--- config.mk ---
export PLATFORM = sky130hd
export DESIGN_NAME = branch_flush_ctrl
export DESIGN_NICKNAME = d
export VERILOG_FILES = /design/src/rtl/branch_flush_ctrl_pkg.sv /design/src/rtl/branch_pht.sv /design/src/rtl/branch_flush_ctrl.sv
export SDC_FILE = /design/constraint.sdc
export NUM_CORES = 1
export LEC_CHECK = 0
export BUFFER_PORTS_ARGS = -buffer_cell sky130_fd_sc_hd__buf_2
export CORE_MARGIN = 2
export CORE_UTILIZATION = 43
export DETAILED_ROUTE_END_ITERATION = 10
export PLACE_DENSITY = 0.86
export SLEW_MARGIN = 20
export SYNTH_ARGS = -nofsm -noshare
export SYNTH_HDL_FRONTEND = slang
export SYNTH_SLANG_ARGS = --single-unit
--- constraint.sdc ---
create_clock -name CLK -period 3.3 [get_ports CLK]
set_clock_uncertainty 0.15 [all_clocks]
set_input_delay 0.33 -clock CLK [delete_from_list [all_inputs] [get_ports CLK]]
set_output_delay 0.33 -clock CLK [all_outputs]
set_load 0.01 [all_outputs]
--- src/rtl/branch_flush_ctrl_pkg.sv ---
// Shared types and constants for the branch tag / flush sequencer and its predictor table.
package branch_flush_ctrl_pkg;

  localparam int TAG_W = 2;
  localparam int PC_W  = 13;

  localparam logic [1:0] PHT_INIT = 2'b01;
  localparam logic [1:0] PHT_MAX  = 2'b11;
  localparam logic [1:0] PHT_MIN  = 2'b00;

  typedef enum logic {
    RUN   = 1'b0,
    FLUSH = 1'b1
  } fsm_state_t;

endpackage

--- src/rtl/branch_pht.sv ---
// Table of 2-bit saturating direction counters: combinational read, update on the clock edge.
module branch_pht
  import branch_flush_ctrl_pkg::*;
#(
  parameter int PHT_IDX_W = 4
) (
  input  logic            CLK,
  input  logic            NRST,
  input  logic [PC_W-1:0] rd_pc,
  output logic [1:0]      rd_state,
  input  logic            wr_en,
  input  logic [PC_W-1:0] wr_pc,
  input  logic            wr_taken
);

  localparam int DEPTH = 1 << PHT_IDX_W;

  logic [1:0]           cnt_q [DEPTH];
  logic [PHT_IDX_W-1:0] rd_idx;
  logic [PHT_IDX_W-1:0] wr_idx;
  logic                 unused_pc_bits;

  function automatic logic [1:0] sat_update(input logic [1:0] cur, input logic up);
    if (up) return (cur == PHT_MAX) ? cur : cur + 2'd1;
    return (cur == PHT_MIN) ? cur : cur - 2'd1;
  endfunction

  // Instructions are word aligned, so the index skips the two byte-offset bits.
  assign rd_idx = rd_pc[PHT_IDX_W+1:2];
  assign wr_idx = wr_pc[PHT_IDX_W+1:2];
  assign unused_pc_bits = ^{rd_pc[1:0], rd_pc[PC_W-1:PHT_IDX_W+2],
                            wr_pc[1:0], wr_pc[PC_W-1:PHT_IDX_W+2]};

  always_ff @(posedge CLK or negedge NRST) begin
    if (!NRST) begin
      for (int i = 0; i < DEPTH; i++) cnt_q[i] <= PHT_INIT;
    end else if (wr_en) begin
      cnt_q[wr_idx] <= sat_update(cnt_q[wr_idx], wr_taken);
    end
  end

  assign rd_state = cnt_q[rd_idx];

endmodule

--- src/rtl/branch_flush_ctrl.sv ---
// Branch tag ring, in-order retire, mispredict flush/redirect and D/E stall generation.
// Optional predictor table enabled by defining BRANCH_FLUSH_CTRL_PHT_EN.
module branch_flush_ctrl
  import branch_flush_ctrl_pkg::*;
#(
  parameter int FLUSH_CYCLES = 2,
  parameter int PHT_IDX_W    = 4
) (
  input  logic             CLK,
  input  logic             NRST,
  input  logic             load_use,
  input  logic             br_decD,
  input  logic [PC_W-1:0]  pcD,
  output logic [TAG_W-1:0] branch_numberD,
  output logic [1:0]       stateD,
  input  logic             res_valid,
  input  logic [TAG_W-1:0] res_tag,
  input  logic [PC_W-1:0]  res_pc,
  input  logic             res_taken,
  input  logic             res_mispredict,
  input  logic [PC_W-1:0]  res_target,
  output logic             stall,
  output logic             fail_predict,
  output logic             redirect_valid,
  output logic [PC_W-1:0]  redirect_pc,
  output logic             tag_error
);

  localparam logic [1:0]     FLUSH_INIT = 2'(FLUSH_CYCLES);
  localparam logic [TAG_W:0] TAGS_ALL   = (TAG_W+1)'(1 << TAG_W);
  localparam logic [TAG_W-1:0] TAG_ONE  = TAG_W'(1);

  fsm_state_t       state_q, state_d;
  logic [TAG_W-1:0] head_q, head_d, tail_q, tail_d;
  logic [TAG_W:0]   count_q, count_d;
  logic [1:0]       flush_cnt_q, flush_cnt_d;
  logic             redirect_valid_d, tag_error_d;
  logic [PC_W-1:0]  redirect_pc_d;
  logic             running, alloc, in_order;

  assign running        = (state_q == RUN);
  assign stall          = (load_use | (br_decD & (count_q == TAGS_ALL))) & running;
  assign alloc          = br_decD & ~stall & running;
  assign in_order       = res_valid & running & (res_tag == head_q);
  assign fail_predict   = (state_q == FLUSH);
  assign branch_numberD = tail_q;

  always_comb begin
    state_d          = state_q;
    head_d           = head_q;
    tail_d           = tail_q;
    count_d          = count_q;
    flush_cnt_d      = flush_cnt_q;
    redirect_valid_d = 1'b0;
    redirect_pc_d    = redirect_pc_q_hold();
    tag_error_d      = tag_error;
    case (state_q)
      RUN: begin
        if (res_valid && (res_tag != head_q)) tag_error_d = 1'b1;
        // A mispredict squashes every younger tag, including any allocation this cycle.
        if (in_order && res_mispredict) begin
          state_d          = FLUSH;
          flush_cnt_d      = FLUSH_INIT;
          redirect_valid_d = 1'b1;
          redirect_pc_d    = res_target;
          head_d           = head_q + TAG_ONE;
          tail_d           = head_q + TAG_ONE;
          count_d          = '0;
        end else begin
          if (alloc)    tail_d = tail_q + TAG_ONE;
          if (in_order) head_d = head_q + TAG_ONE;
          if (alloc && !in_order)      count_d = count_q + 1'b1;
          else if (!alloc && in_order) count_d = count_q - 1'b1;
        end
      end
      FLUSH: begin
        if (flush_cnt_q <= 2'd1) state_d = RUN;
        else                     flush_cnt_d = flush_cnt_q - 2'd1;
      end
      default: state_d = RUN;
    endcase
  end

  function automatic logic [PC_W-1:0] redirect_pc_q_hold();
    return redirect_pc;
  endfunction

  always_ff @(posedge CLK or negedge NRST) begin
    if (!NRST) begin
      state_q        <= RUN;
      head_q         <= '0;
      tail_q         <= '0;
      count_q        <= '0;
      flush_cnt_q    <= '0;
      redirect_valid <= 1'b0;
      redirect_pc    <= '0;
      tag_error      <= 1'b0;
    end else begin
      state_q        <= state_d;
      head_q         <= head_d;
      tail_q         <= tail_d;
      count_q        <= count_d;
      flush_cnt_q    <= flush_cnt_d;
      redirect_valid <= redirect_valid_d;
      redirect_pc    <= redirect_pc_d;
      tag_error      <= tag_error_d;
    end
  end

`ifdef BRANCH_FLUSH_CTRL_PHT_EN
  branch_pht #(
    .PHT_IDX_W (PHT_IDX_W)
  ) u_pht (
    .CLK      (CLK),
    .NRST     (NRST),
    .rd_pc    (pcD),
    .rd_state (stateD),
    .wr_en    (in_order),
    .wr_pc    (res_pc),
    .wr_taken (res_taken)
  );
`else
  localparam int unused_idx_w = PHT_IDX_W;
  logic unused_pht_inputs;
  assign unused_pht_inputs = ^{pcD, res_pc, res_taken};
  assign stateD = PHT_INIT;
`endif

endmodule
* Word-level counts from Yosys, hierarchy flattened
Index checks and enable logic that the tools add are counted.
Storage, ports and cells: bits in registers 25, bits of input ports 48
Operators by class: add/subtract/negate cells 5, $lt $le $gt $ge 1, equality and inequality tests 5, muxes and demuxes 14, bitwise gates (word level) 9, reductions and logical operators 15
Operator list (count):
- $mux W2 | 6
- $reduce_and A2 Y1 | 6
- $mux W3 | 3
- $and A1 B1 Y1 | 6
- $add A2 B1 Y2 const B | 2
- $logic_and A1 B1 Y1 | 4
- $pmux W2 S2 | 1
- $reduce_bool A2 Y1 | 2
- $add A3 B1 Y3 const B | 1
- $eq A3 B3 Y1 const B | 1
- $mux W1 | 3
- $reduce_bool A3 Y1 | 1
- $sub A3 B1 Y3 const B | 1
- $eq A2 B2 Y1 | 1
- $le A2 B1 Y1 const B | 1
- $logic_not A1 Y1 | 2
- $ne A2 B1 Y1 const B | 1
- $ne A2 B2 Y1 | 1
- $ne A2 B2 Y1 const B | 1
- $not A1 Y1 | 2
- $pmux W1 S2 | 1
- $sub A2 B1 Y2 const B | 1
- $or A1 B1 Y1 | 1

* Depth between registers and ports, before layout
depth in word-level cells 12, mapped depth 10, depth with buffers taken out 8

* Least setup slack after synthesis
No wires, ideal clock.
path kind flip-flop to flip-flop, start point reg count_q[1], end point reg count_q[2], data arrival time 1.980 ns, required time 3.024 ns, path slack 1.044 ns, stages on the path, launching flop included 7, path buffers 0, clock period less this slack 2.256 ns, cell sequence dfrtp_1 > or3b_2 > nand3_2 > nor2_1 > fa_1 > and4b_1 > o32a_1
On the way: word-level cells in the longest chain between the ends 11
RTL lines:
- from (decl) | RTL line branch_flush_ctrl.sv:35 | logic [TAG_W:0] count_q, count_d;
- from (signal assigned) | RTL line branch_flush_ctrl.sv:102 | count_q <= count_d;
- $eq A3 B3 Y1 | RTL line branch_flush_ctrl.sv:42 | assign stall = (load_use | (br_decD & (count_q == TAGS_ALL))) & running;
- $and A1 B1 Y1 | RTL line branch_flush_ctrl.sv:42
- $or A1 B1 Y1 | RTL line branch_flush_ctrl.sv:42
- $and A1 B1 Y1 | RTL line branch_flush_ctrl.sv:42
- $not A1 Y1 | RTL line branch_flush_ctrl.sv:43 | assign alloc = br_decD & ~stall & running;
- $and A1 B1 Y1 (2 in series) | RTL line branch_flush_ctrl.sv:43
- $logic_not A1 Y1 | RTL line branch_flush_ctrl.sv:73 | else if (!alloc && in_order) count_d = count_q - 1'b1;
- $logic_and A1 B1 Y1 | RTL line branch_flush_ctrl.sv:73
- $reduce_bool A3 Y1 (no source line)
- $reduce_and A2 Y1 (no source line)
Several ways; a longest one is shown, not always the timed one. The select of a mux whose other input is x is not followed. A chain may end at the register's enable or synchronous reset.

* Final worst setup path
start point reg count_q[2], end point reg count_q[2]
The elaborated chain is that of the path after synthesis.

==> results.md <==
- Sequential Power Share: 43.9%
- Global-route wire length before repair: 3.80 mm
- Static Leak: 0.728 nW
- Setup TNS: 0 ns
- #FFs+latches synth: 25
- Post-Layout Cell Count: 167
- Number of antenna cells inserted: 0
- Max VDD drop: 0.559 mV
- Synth top area share: 52.4%
- Commonest non-fill, non-tap cell in the layout: buf_2
- Main synth FF type: dfrtp_1
- Pint: 0.785 mW
- PortBufs: 39
- Final Slew Violations: 0
- Area of the mapped netlist: 1190 sq um
- Cells after DPL: 162
- Area added between synthesis and finish: 19.6%
- Vias in the first global route: 843
- Combinational Power Share: 45.5%
- Setup Viol. Count Final: 0
- Synth Area in Compound Gates: 5.14%
- CTS Sinks: 25
- Power share of the clock group: 10.6%
- Via/cell ratio: 5.02
- Critical path arrival: 2.48 ns
- Layout cells sized above 1: 44.1%
- CP Class: reg2reg
- Synth Area in Simple Gates: 11.4%
- Synth area leaders: dfrtp_1 52%, mux2_2 12%, mux2i_1 3.4%, xor2_1 2.9%, xnor2_1 2.2%
- Crit-path max cell delay: 0.50 ns
- Outcome: finished, final reports clean
- Post-synth EDFFs: 0
- IO Count: 69
- Cts bufs inserted: 3
- DR WL/cell: 12.9 um
- RSZ-0062 raised after global routing: false
- Met2 usage: 24.8%
- Clock period minus worst slack: 2.43 ns
- Initial antenna violation count: 0
- Number of DRC markers in iteration 0: 19
- Tcrit/Tclk final: 73.7%
- Slew HR: 62.9%
- Core area: 2690 sq um
- CP Launch Type: flop
- Total length of routed wires: 2.16 mm
- Die width: 56.7 um
- CTS Hold Buffers Added: 1
- CP Max Fanout: 8
- H-tree depth: 1
- Cell family with most CP delay: simple AND/OR/NAND/NOR gates
- Crit. End Element: flop
- Cell taking the most area after synthesis: dfrtp_1
- DR DRC count: 0
- Vias: 838
- HPWL after detailed placement: 1.66 mm
- CP bufs+invs: 0
- Global routing usage on met3: 3.23%
- Reg clk slew, reported paths: 0.13 ns
- Post-Syn Nets: 147
- Xor and xnor area share after synthesis: 6.50%
- CTS tree: done
- Total net switching power: 0.467 mW
- PostCTS Resize Cnt: 0
- Gr usage total: 15.0%
- Sequential area share after synthesis: 52.4%
- Synth unique cells: 34
- Pwr dens: 877 nW/um^2
- Worst path required time: 3.35 ns
- Worst-skew pair later-pin latency: 0.31 ns
- Worst-case clock buffer depth: 2
- CTS Root Cell: clkbuf_4
- FMAX: 411 MHz
- Post-Synth Adder-Cell Area: 2.73%
- Post-synthesis mux area share: 15.6%
- Die Area: 3210 sq um
- Post-Syn Area per Cell: 12.3 sq um
- Pin count of the biggest net entering global routing: 26
- Least-Margin Pin Slew: 0.556 ns
- Worst-path cell chain: or3b_2, nand3_2, nor2_1, fa_1, and4b_1, o32a_1
- Post-DRT Antenna Nets: 0
- Final Hold Fails: 0
- GR peak layer: met2
- Initial Util: 44.4%
- Critical-path top delay cell: or3b_2
- Post-CTS Setup Bufs: 0
- Synthesis Warnings: 0
- Nets: 187
- Met1 GRT Util: 19.9%
- Total gr overflow: 0
- Maxcap violations: 0
- Mapped Cells: 97
- Die Span Y: 56.7 um
- Total iterations of the first detailed-routing run: 4
- Main combinational cell family by area after synthesis: multiplexers
- Post-synth ARST share: 100%
- Commonest cells after routing, fill and taps aside: 39 x buf_2, 25 x dfrtp_1, 13 x mux2_2
- RD Place Congestion: 0.776
- Number of core rows: 19
- Hold WC Path Type: in2reg
- Switching share of power: 37.3%
## cell usage after synthesis (2+ instances only)
cell type / n
nand2_1: 4
mux2i_1: 4
buf_4: 3
nand4_1: 2
mux2_2: 13
a21oi_1: 2
dfrtp_1: 25
xnor2_1: 3
xor2_1: 4
buf_2: 2
conb_1: 2
nor2_1: 5
o21ai_0: 2
inv_1: 6
## flip-flops by register name, summed over array words and instances, names as in the netlist
register,cells
head_q,2
redirect_valid,1
branch_numberD,2
redirect_pc,13
fail_predict,1
flush_cnt_q,2
count_q,3
tag_error,1
## worst register-to-register path, delay by kind of cell (launching register included)
kind / cells / cell delay, ns
DFF: 1 / 0.42
adders and majority gates: 1 / 0.43
AOI/OAI and AO/OA: 1 / 0.33
and+or+nand+nor: 4 / 1.00
## path summary, 6_finish.rpt
path | start | end | slack, ns | cells after the start
worst min register to register | tag_error$_DFFE_PN0P_ | tag_error$_DFFE_PN0P_ | 0.32 | 1
min in group asynchronous | NRST | flush_cnt_q[0]$_DFFE_PN0P_ | 0.37 | 2
worst max register to register | count_q[2]$_DFFE_PN0P_ | count_q[2]$_DFFE_PN0P_ | 0.87 | 6
max in group asynchronous | NRST | redirect_pc[0]$_DFFE_PN0P_ | 2.26 | 2
worst min-delay path | res_target[11] | redirect_pc[11]$_DFFE_PN0P_ | 0.09 | 2
worst max-delay path | count_q[2]$_DFFE_PN0P_ | count_q[2]$_DFFE_PN0P_ | 0.87 | 6
## power groups by stage
| stage | Sequential (mW) | Combinational, mW | Clock (mW) |
|---|---|---|---|
| final | 0.550 | 0.570 | 0.132 |
| after global routing | 0.570 | 0.643 | 0.152 |
| after CTS | 0.551 | 0.581 | 0.137 |
| after detailed placement | 0.555 | 0.578 | 0 |
| after global placement | 0.546 | 0.542 | 0 |
| after floorplan | 0.581 | 0.366 | 0 |
## kinds of logic (layout without fill, tap and decap cells)
group	after synthesis	after routing
other	2	2
and+or+nand+nor	22	22
DFF	25	25
buffers and inverters	12	51
muxes	17	17
adders and majority gates	2	2
xor gates and xnor gates	8	8
AOI/OAI and AO/OA	9	9
## through the flow
step	area [sq um]	power (mW)	utilization [%]	hold WS, ns	setup WS, ns
after global placement	1390	1.09	51.8	0.191	0.974
after CTS	1430	1.27	53.1	0.0843	0.869
final	1430	1.25	53.1	0.0897	0.867
after floorplan	1190	0.947	-	-0.116	1.04
after detailed placement	1390	1.13	51.8	0.206	0.887
after global routing	1430	1.37	53.1	0.0678	0.748
## metal layers
layer / vias to the layer above / part of all wire [%]
met4: 0 / 0.51
met3: 2 / 7.2
met2: 35 / 47
li1: 409 / -
met1: 392 / 45
met5: - / 0
## cell type report
type | instances | area (sq um)
inverter | 6 | 22.5
multi-input combinational | 60 | 502
clock buffer | 4 | 26.3
timing repair buffer | 41 | 213
sequential | 25 | 626
fill | 251 | 1260
tap | 31 | 38.8
Power figures use the tool's default switching activity.
